<file path="src/rtl/armaria_flags_pkg.sv">
// Shared status-flag definitions: flag word layout, halt pattern and the
// flag-register update modes driven by the control unit.
package armaria_flags_pkg;

  localparam int unsigned FLAG_W = 5;

  localparam int unsigned FLAG_N = 4;
  localparam int unsigned FLAG_Z = 3;
  localparam int unsigned FLAG_C = 2;
  localparam int unsigned FLAG_V = 1;
  localparam int unsigned FLAG_M = 0;

  localparam logic [FLAG_W-1:0] FLAGS_HALT = 5'h1f;

  typedef enum logic [1:0] {
    FlagHold    = 2'd0,
    FlagLoad    = 2'd1,
    FlagRestore = 2'd2,
    FlagHalt    = 2'd3
  } flag_upd_e;

  function automatic logic [FLAG_W-1:0] flags_pack(input logic n, input logic z, input logic c,
                                                   input logic v, input logic m);
    logic [FLAG_W-1:0] f;
    f         = '0;
    f[FLAG_N] = n;
    f[FLAG_Z] = z;
    f[FLAG_C] = c;
    f[FLAG_V] = v;
    f[FLAG_M] = m;
    return f;
  endfunction

endpackage

</file>
<file path="src/rtl/flag_lifo_mem.sv">
// Register array backing the flag context stack: one synchronous write port,
// one asynchronous read port, cleared on reset.
module flag_lifo_mem #(
  parameter int unsigned DEPTH  = 4,
  parameter int unsigned FLAG_W = 5,
  parameter int unsigned AW     = $clog2(DEPTH)
) (
  input  logic              clock,
  input  logic              reset,
  input  logic              we,
  input  logic [AW-1:0]     waddr,
  input  logic [FLAG_W-1:0] wdata,
  input  logic [AW-1:0]     raddr,
  output logic [FLAG_W-1:0] rdata
);

  logic [FLAG_W-1:0] mem_q [DEPTH];

  always_ff @(posedge clock) begin
    if (reset) begin
      for (int i = 0; i < int'(DEPTH); i++) begin
        mem_q[i] <= '0;
      end
    end else if (we) begin
      mem_q[waddr] <= wdata;
    end
  end

  assign rdata = mem_q[raddr];

endmodule

</file>
<file path="src/rtl/flag_context_stack.sv">
// LIFO of processor status flags for exception/SWI nesting, with a one-cycle
// restore beat on pop and sticky overflow/underflow indications.
module flag_context_stack #(
  parameter int unsigned DEPTH  = 4,
  parameter int unsigned FLAG_W = 5
) (
  input  logic                     clock,
  input  logic                     reset,
  input  logic                     push,
  input  logic                     pop,
  input  logic [FLAG_W-1:0]        flags_in,
  input  logic                     clear_err,
  output logic                     restore_valid,
  output logic [FLAG_W-1:0]        restore_flags,
  output logic [FLAG_W-1:0]        top_flags,
  output logic [$clog2(DEPTH):0]   depth,
  output logic                     empty,
  output logic                     full,
  output logic                     overflow_err,
  output logic                     underflow_err
);
  import armaria_flags_pkg::*;

  localparam int unsigned AW = $clog2(DEPTH);
  localparam int unsigned DW = AW + 1;
  localparam logic [DW-1:0] DepthMax = DW'(DEPTH);

  logic [DW-1:0]     depth_q, depth_d;
  logic [FLAG_W-1:0] rflags_q, rflags_d;
  logic              rvalid_q, rvalid_d;
  logic              ovf_q, ovf_d;
  logic              unf_q, unf_d;

  logic              mem_we;
  logic [AW-1:0]     mem_waddr;
  logic [AW-1:0]     top_idx;
  logic [FLAG_W-1:0] top_rd;
  logic              ovf_set, unf_set;

  assign empty   = (depth_q == '0);
  assign full    = (depth_q == DepthMax);
  // When empty this index aliases a stale slot; top_flags masks it below.
  assign top_idx = AW'(depth_q - DW'(1));

  flag_lifo_mem #(
    .DEPTH  (DEPTH),
    .FLAG_W (FLAG_W),
    .AW     (AW)
  ) u_mem (
    .clock (clock),
    .reset (reset),
    .we    (mem_we),
    .waddr (mem_waddr),
    .wdata (flags_in),
    .raddr (top_idx),
    .rdata (top_rd)
  );

  always_comb begin
    mem_we    = 1'b0;
    mem_waddr = depth_q[AW-1:0];
    depth_d   = depth_q;
    rflags_d  = rflags_q;
    rvalid_d  = 1'b0;
    ovf_set   = 1'b0;
    unf_set   = 1'b0;

    if (push && pop) begin
      rvalid_d = 1'b1;
      if (empty) begin
        rflags_d = flags_in;
      end else begin
        // Swap: restore the top and overwrite it in place, depth unchanged.
        rflags_d  = top_rd;
        mem_we    = 1'b1;
        mem_waddr = top_idx;
      end
    end else if (push) begin
      if (full) begin
        ovf_set = 1'b1;
      end else begin
        mem_we  = 1'b1;
        depth_d = depth_q + DW'(1);
      end
    end else if (pop) begin
      if (empty) begin
        unf_set = 1'b1;
      end else begin
        rvalid_d = 1'b1;
        rflags_d = top_rd;
        depth_d  = depth_q - DW'(1);
      end
    end

    ovf_d = ovf_set | (ovf_q & ~clear_err);
    unf_d = unf_set | (unf_q & ~clear_err);
  end

  always_ff @(posedge clock) begin
    if (reset) begin
      depth_q  <= '0;
      rflags_q <= '0;
      rvalid_q <= 1'b0;
      ovf_q    <= 1'b0;
      unf_q    <= 1'b0;
    end else begin
      depth_q  <= depth_d;
      rflags_q <= rflags_d;
      rvalid_q <= rvalid_d;
      ovf_q    <= ovf_d;
      unf_q    <= unf_d;
    end
  end

  assign top_flags     = empty ? '0 : top_rd;
  assign depth         = depth_q;
  assign restore_valid = rvalid_q;
  assign restore_flags = rflags_q;
  assign overflow_err  = ovf_q;
  assign underflow_err = unf_q;

endmodule

</file>
<file path="config.mk">
export PLATFORM = sky130hd
export DESIGN_NAME = flag_context_stack
export DESIGN_NICKNAME = d
export VERILOG_FILES = /design/src/rtl/armaria_flags_pkg.sv /design/src/rtl/flag_lifo_mem.sv /design/src/rtl/flag_context_stack.sv
export SDC_FILE = /design/constraint.sdc
export NUM_CORES = 1
export LEC_CHECK = 0
export ABC_AREA = 1
export CORE_ASPECT_RATIO = 0.75
export CORE_UTILIZATION = 49
export CTS_BUF_LIST = sky130_fd_sc_hd__clkbuf_8
export CTS_CLUSTER_DIAMETER = 150
export DETAILED_ROUTE_END_ITERATION = 8
export GPL_TIMING_DRIVEN = 0
export PLACE_DENSITY = 0.77
export SYNTH_ARGS = -nofsm -noshare
export SYNTH_HDL_FRONTEND = slang
export SYNTH_SLANG_ARGS = --single-unit
</file>
<file path="constraint.sdc">
create_clock -name clock -period 1.85 [get_ports clock]
set_input_delay 0.37 -clock clock [delete_from_list [all_inputs] [get_ports clock]]
set_output_delay 0.37 -clock clock [all_outputs]
set_load 0.005 [all_outputs]
</file>
==> qor.txt <==
status = complete, but fails checks
failing checks = setup timing
cell with the most instances after synthesis = nand2_1
number of distinct library cells after synthesis = 21
antenna fix cells = 0
Slew Viols, Final = 0
RSZ-0062 raised after global routing = yes
residual DRC count = 0
Slew @ Worst Pin = 0.341 ns
first-pass GRT wire length = 6690 um
area delta synth->final = 40.5%
Main synth FF type = edfxtp_1
Clk Latency, worst-skew pair = 0.29 ns
Leakage Power = 1.05 nW
final hold slack = 0.447 ns
startpoint types = register
Post-synth EDFFs = 20
share of the synthesized area in the top cell type = 0.375
final hold vios = 0
GR Util All Layers = 0.274
Post-Route WL = 4260 um
Finish-stage setup viols = 1
Ports = 28
Site Rows = 17
area post-placement = 1920 sq um
CTS tree = yes
fmax = 538 MHz
CP endpoint kind = output pin
Syn Inst Count = 191
Vias/cell = 5.35
Slew headroom = 0.772
DP HPWL = 2670 um
Sink Count = 31
synthesized flop and latch total = 31
TritonCTS Buffers = 5
Design Power = 2.28 mW
CP Class = register to output pin
P per Cell Area = 1010 nW/um^2
Core ar. = 3020 sq um
share of post-route cells with drive strength above 1 = 0.303
Fill cells = 205
CP arrival = 1.49 ns
Initial Utilization = 0.531
setup_tns = -0.00973 ns
largest area contributor in the netlist = edfxtp_1
die area = 3510 sq um
WL/cell = 15.4 um
average size of a mapped cell = 8.39 sq um
vias in the first global route = 1359
ranking of synthesized cells by area = edfxtp_1 (37%), dfxtp_1 (14%), nand2_1 (13%)
Clock Tree Root = clkbuf_8
deepest clock path buffer count = 2
syn_nets = 204
fin area = 2250 sq um
area of the multi-input gates = 801 sq um
Worst-path clk slew = 0.07 ns
Tightest Hold Check Type = primary input to register
Mapped Area = 1600 sq um
Die W = 68.0 um
gr ovfl total = 0
sequential share of the synthesized area = 0.512
Worst Path Required = 1.48 ns
number of H-tree levels = 2
commonest cells in the netlist = nand2_1 (54), nor2_1 (30), edfxtp_1 (20)
crit-path max FO = 6
PnR worst setup slack = -0.00973 ns
first drt pass iteration count = 4
YS warnings = 0
ys async rst share = 0
part of the cycle the worst path needs = 1.01
largest net degree at the start of global routing = 12
initial antenna violation count = 0
die height = 51.5 um
min Tclk post-route = 1.86 ns
via count = 1476
initial detailed-routing violation count = 68
Max IR drop VDD = 0.000631 V
IO buf count = 26
GPL Wtd Cong = 0.826
Layout Cells excl Fill = 276
skew final = 0.00359 ns
final net count = 250
# placed instances = 255
total of max-cap violations = 0
Antenna Nets Post-Route = 0
Storage cell area = 828 sq um
final timing paths:
check / to / from / cells past startpoint / slack [ns]
hold / removal: overflow_err / push / 3 / 0.45
setup / recovery: top_flags[4] / depth[1] / 7 / -0.01
setup reg to reg: restore_flags[3] / depth[1] / 12 / 0.09
hold reg to reg: restore_flags[2] / restore_flags[2] / 2 / 0.47
power by group:
| group | internal (mW) | leakage (nW) | total (mW) | switching, mW |
|---|---|---|---|---|
| Clock | 0.401 | 0.0581 | 0.682 | 0.281 |
| Combinational | 0.341 | 0.697 | 0.761 | 0.420 |
| Sequential | 0.806 | 0.299 | 0.837 | 0.0313 |
| Total | 1.55 | 1.05 | 2.28 | 0.733 |
cell families (layout without fill, tap and decap cells):
family | count (synthesis) | after routing | share of synthesized area
AO/OA/AOI/OAI | 17 | 17 | 0.0531
buffers and inverters | 24 | 71 | 0.0593
adder cells (fa/ha/maj) | 3 | 3 | 0.0234
XOR/XNOR | 1 | 1 | 0.00547
AND/OR/NAND/NOR | 115 | 115 | 0.347
flip-flops | 31 | 31 | 0.512
timing repair:
item,4_1_cts,5_1_grt
cloned,0,0
endpoints found under the setup margin,38,28
gates resized for setup,49,22
hold endpoints to repair,0,0
hold buffers,0,0
pin swaps,12,10
buffers inserted,12,4
cells in the final DEF, fill, tap and decap left out, types with 9 or more instances in the layout:
| cell | instances |
|---|---|
| nand2_1 | 44 |
| nor2_1 | 28 |
| edfxtp_1 | 20 |
| clkdlybuf4s50_1 | 18 |
| inv_1 | 14 |
| buf_4 | 13 |
| nand2_2 | 11 |
| nand3_1 | 10 |
| nand2_4 | 9 |
| a21oi_1 | 9 |
| dfxtp_1 | 9 |
worst max-delay path: stages (launching register included):
cell     delay, ns
dfxtp_4       0.37
inv_4         0.05
ha_4          0.33
buf_6         0.13
nand3_2       0.08
nand2_2       0.08
nor2_1        0.04
buf_2         0.12
metal layers:
| metal | up-vias | track usage | routed length [um] |
|---|---|---|---|
| li1 | 708 | - | - |
| met1 | 712 | 0.343 | 1780 |
| met2 | 45 | 0.431 | 2190 |
| met3 | 11 | 0.0833 | 193 |
| met4 | 0 | 0.122 | 101 |
| met5 | - | 0 | 0 |
state kept, by name, indices dropped and copies added, names as in the netlist:
name / count
depth: 3
underflow_err: 1
restore_flags: 5
overflow_err: 1
u_mem.mem_q: 20
restore_valid: 1
metrics by stage:
stage	utilization	setup WS (ns)
after floorplan	-	-0.0311
after global placement	0.634	-0.565
after detailed placement	0.634	-0.579
after CTS	0.722	-0.134
after global routing	0.746	-0.0611
final	0.746	-0.00973
area by class of cell:
cell class,instances,share of cell area
clock buffers,5,0.0306
multi-input cells,136,0.356
flip-flops and latches,31,0.368
repair buffers,41,0.158
inverters,20,0.0406
well taps,38,0.0211
clock inverters,3,0.0194
plain buffers,2,0.00722
(Power assumes the default switching activity.)
==> RTL edit 1, RTL diff (same flow settings) <==
Reset style: asynchronous (`reset`), changed in 2 clocked blocks.
--- a/src/rtl/flag_lifo_mem.sv
+++ b/src/rtl/flag_lifo_mem.sv
@@ -16,7 +16,7 @@
 
   logic [FLAG_W-1:0] mem_q [DEPTH];
 
-  always_ff @(posedge clock) begin
+  always_ff @(posedge clock or posedge reset) begin
     if (reset) begin
       for (int i = 0; i < int'(DEPTH); i++) begin
         mem_q[i] <= '0;
--- a/src/rtl/flag_context_stack.sv
+++ b/src/rtl/flag_context_stack.sv
@@ -96,7 +96,7 @@
     unf_d = unf_set | (unf_q & ~clear_err);
   end
 
-  always_ff @(posedge clock) begin
+  always_ff @(posedge clock or posedge reset) begin
     if (reset) begin
       depth_q  <= '0;
       rflags_q <= '0;
Check against the original RTL: differs if reset is asserted again (counterexample within 4 cycles, from zero or initial values and one cycle with reset high); with reset held inactive, the same outputs for 10 cycles.
==> RTL edit 1 against the unedited design <==
  * The flow still finishes with violations (setup timing)
  * Routed wire length grew 11%
  * Count of clock-buffer cells in the layout grew 2
  * Via count increased by 12%
  * Die area is 10% higher
  * Worst setup slack lost 0.074 ns
  * Final area up 7.0%
  * Synthesized area grew 11%
  * Sequential cell count is the same
  * Highest routed layer unchanged
Power is not compared: it rests on default switching activity, and its combinational part moved more than twofold at a synthesized area within 25%.
==> RTL edit 1: results (changes against the unedited design) <==
| Metric | Value |
|---|---|
| Status | `complete, but fails checks` |
| Failing checks | `setup timing` |
| Routed wl met2 | `2113 um (-3.3%)` |
| TNS Setup | `-0.2379 ns (-0.2282 ns)` |
| Post-route design area | `0.002410 mm2 (+7.0%)` |
| Primary FF master, synth | `dfrtp_1` |
| Non-clock buffers | `49 (+14%)` |
| NonClk Buf Share | `17.96% (+1.5 points)` |
| Setup violators final | `5 (+4)` |
| Xor and xnor area share after synthesis | `1.480% (+0.93 points)` |
| Fraction of area in multi-input gates | `40.86% (+5.3 points)` |
| Netlist cell types | `24 (+14%)` |
| Layout cells sized above 1 | `28.03% (-2.2 points)` |
| Adder-cell share of the synthesized area | `2.114% (-0.23 points)` |
| Initial DRC Count | `127 (+87%)` |
| Clkbuf count | `7 (+2)` |
| Tot GR Track Use | `27.19% (-0.16 points)` |
| Synthesized net count | `231 (+13%)` |
| Final WS setup | `-0.08332 ns (-0.07360 ns)` |
| Number of global-route vias before repair | `1560 (+15%)` |
| Logic inverters | `13 (-35%)` |
| First-pass GRT wire length | `7652 um (+14%)` |
| Post-cts resize count | `45 (-8.2%)` |
| GR Util met3 | `6.180% (-2.2 points)` |
| Rel. slew slack | `21.13% (-56 points)` |
| Vias | `1660 (+12%)` |
| Fraction of registers with async set/reset | `100.0% (+100 points)` |
==> RTL edit 1: cell count changes after synthesis, moves of 4 or more <==
cell      delta
a21oi_1     -10
inv_1        -8
nand4_1     +19
nand3_2      +8
nand2_1     +28
o21ai_1      +6
dfxtp_1     -11
nand3_1      -5
dfrtp_1     +31
nand2_4      -5
edfxtp_1    -20
a21boi_1     +4
buf_6        +6
nor2_1      -25
==> RTL edit 1: final timing paths <==
path | start | to | depth (start not counted) | slack [ns]
setup / recovery | depth[0] | top_flags[3] | 7 | -0.08
hold / removal | u_mem.mem_q[0] | u_mem.mem_q[0] | 2 | 0.48
setup reg to reg | depth[0] | u_mem.mem_q[9] | 9 | 0.20
hold reg to reg | u_mem.mem_q[0] | u_mem.mem_q[0] | 2 | 0.48
max in group asynchronous | reset | depth[0] | 2 | 0.36
min in group asynchronous | reset | overflow_err | 2 | 0.70
==> RTL edit 1: power by group <==
part,switching [mW],internal [mW]
Sequential,0.168,0.975
Clock,0.253,0.334
Combinational,1.77,1.45
==> RTL edit 2, RTL diff (same flow settings) <==
Without the edit above. `DEPTH` is set to 4 in 2 places; all go to 2.
--- a/src/rtl/flag_lifo_mem.sv
+++ b/src/rtl/flag_lifo_mem.sv
@@ -1,7 +1,7 @@
 // Register array backing the flag context stack: one synchronous write port,
 // one asynchronous read port, cleared on reset.
 module flag_lifo_mem #(
-  parameter int unsigned DEPTH  = 4,
+  parameter int unsigned DEPTH  = 2,
   parameter int unsigned FLAG_W = 5,
   parameter int unsigned AW     = $clog2(DEPTH)
 ) (
--- a/src/rtl/flag_context_stack.sv
+++ b/src/rtl/flag_context_stack.sv
@@ -1,7 +1,7 @@
 // LIFO of processor status flags for exception/SWI nesting, with a one-cycle
 // restore beat on pop and sticky overflow/underflow indications.
 module flag_context_stack #(
-  parameter int unsigned DEPTH  = 4,
+  parameter int unsigned DEPTH  = 2,
   parameter int unsigned FLAG_W = 5
 ) (
   input  logic                     clock,
Interface: changed (resized depth); port bits go from 28 to 27. The function was not compared with the original's and may differ.
==> RTL edit 2 against the unedited design <==
  * Final area down 29%
  * Worst setup slack better by 0.069 ns
  * Routed wire length down 40%
  * Total power down 39%
  * Register-to-register slack better by 0.02 ns
  * Synthesized area down 27%
  * Sequential cell count down 11
==> RTL edit 2: results (changes against the unedited design) <==
| Metric | Value |
|---|---|
| Status | `finished, final reports clean` |
| Met3 routed WL | `176 um (-8.8%)` |
| CP peak stage delay | `0.34 ns (-0.03 ns)` |
| Hpwl dp | `1882 um (-30%)` |
| P_seq | `0.525 mW (-37%)` |
| Synth top cells by count | `nand2_1, inv_1, nor2_1` |
| Post-cts resize count | `19 (-61%)` |
| Final nets | `197 (-21%)` |
| Initial DRC Count | `52 (-24%)` |
| Delay-heaviest family, CP | `buffers and inverters` |
| First-pass GRT wire length | `4402 um (-34%)` |
| Leakage | `0.7624 nW (-28%)` |
| Synthesized instance count | `151 (-21%)` |
| WL met1 | `1179 um (-34%)` |
| Non-Filler Instances | `215 (-22%)` |
| Largest net degree at the start of global routing | `13 (+1)` |
| Iteration count of the initial detailed-routing pass | `7 (+3)` |
| Clock Skew | `0.004387 ns (+0.0008011 ns)` |
| P_int | `0.9916 mW (-36%)` |
| Placed inst area | `0.001458 mm2 (-24%)` |
| Post-synth EDFFs | `10 (-50%)` |
| Sequential fraction of the synthesis area | `42.87% (-8.3 points)` |
| GR Util met3 | `7.018% (-1.3 points)` |
| Top post-synthesis cells by area | `edfxtp_1, dfxtp_1, nand2_1` |
| WL/cell | `11.86 um (-23%)` |
| Number of global-route vias before repair | `1006 (-26%)` |
| Post-CTS Setup Inserts | `2 (-10)` |
| Highest routing layer actually used | `met3` |
| Total CTS buffers | `3 (-2)` |
| Layout cells sized above 1 | `19.67% (-11 points)` |
| Maximum fanout along the worst path | `7 (+1)` |
| Clock Latency Late Sink | `0.26 ns (-0.03 ns)` |
| Routed wl met2 | `1193 um (-45%)` |
| Gpl congestion | `0.8594 (+4.1%)` |
| M2 GR Usage | `38.39% (-4.7 points)` |
| Synthesized net count | `164 (-20%)` |
| Max FFs per register | `10 (-50%)` |
| Worst Setup Slack post-DPL | `-0.2721 ns (+0.3071 ns)` |
| M1 GR Usage | `30.48% (-3.8 points)` |
| Cells after DPL | `208 (-18%)` |
==> RTL edit 2: worst paths after layout <==
check / slack (ns) / startpoint / cells past startpoint / endpoint
max reg2reg: 0.11 / depth[0] / 9 / u_mem.mem_q[1][4]
min reg2reg: 0.47 / underflow_err / 2 / underflow_err
max: 0.06 / depth[0] / 5 / full
min: 0.45 / reset / 2 / underflow_err
==> RTL edit 2: cell families (layout without fill, tap and decap cells) <==
logic type	after synthesis	after routing	synth area share, %
buf+inv	31	63	13.29
flops	20	20	42.87
fa+ha+maj	3	3	3.216
simple gates	83	83	33.23
compound gates	14	14	7.395
==> RTL edit 2: cell type report <==
type / count / area [um2]
Inverter: 26 / 115.1
Tap cell: 32 / 40.04
Fill cell: 162 / 524.3
Sequential cell: 20 / 503.0
Buffer: 5 / 50.05
Clock buffer: 3 / 41.29
Timing Repair Buffer: 28 / 252.7
Clock inverter: 1 / 30.03
Multi-Input combinational cell: 100 / 563.0
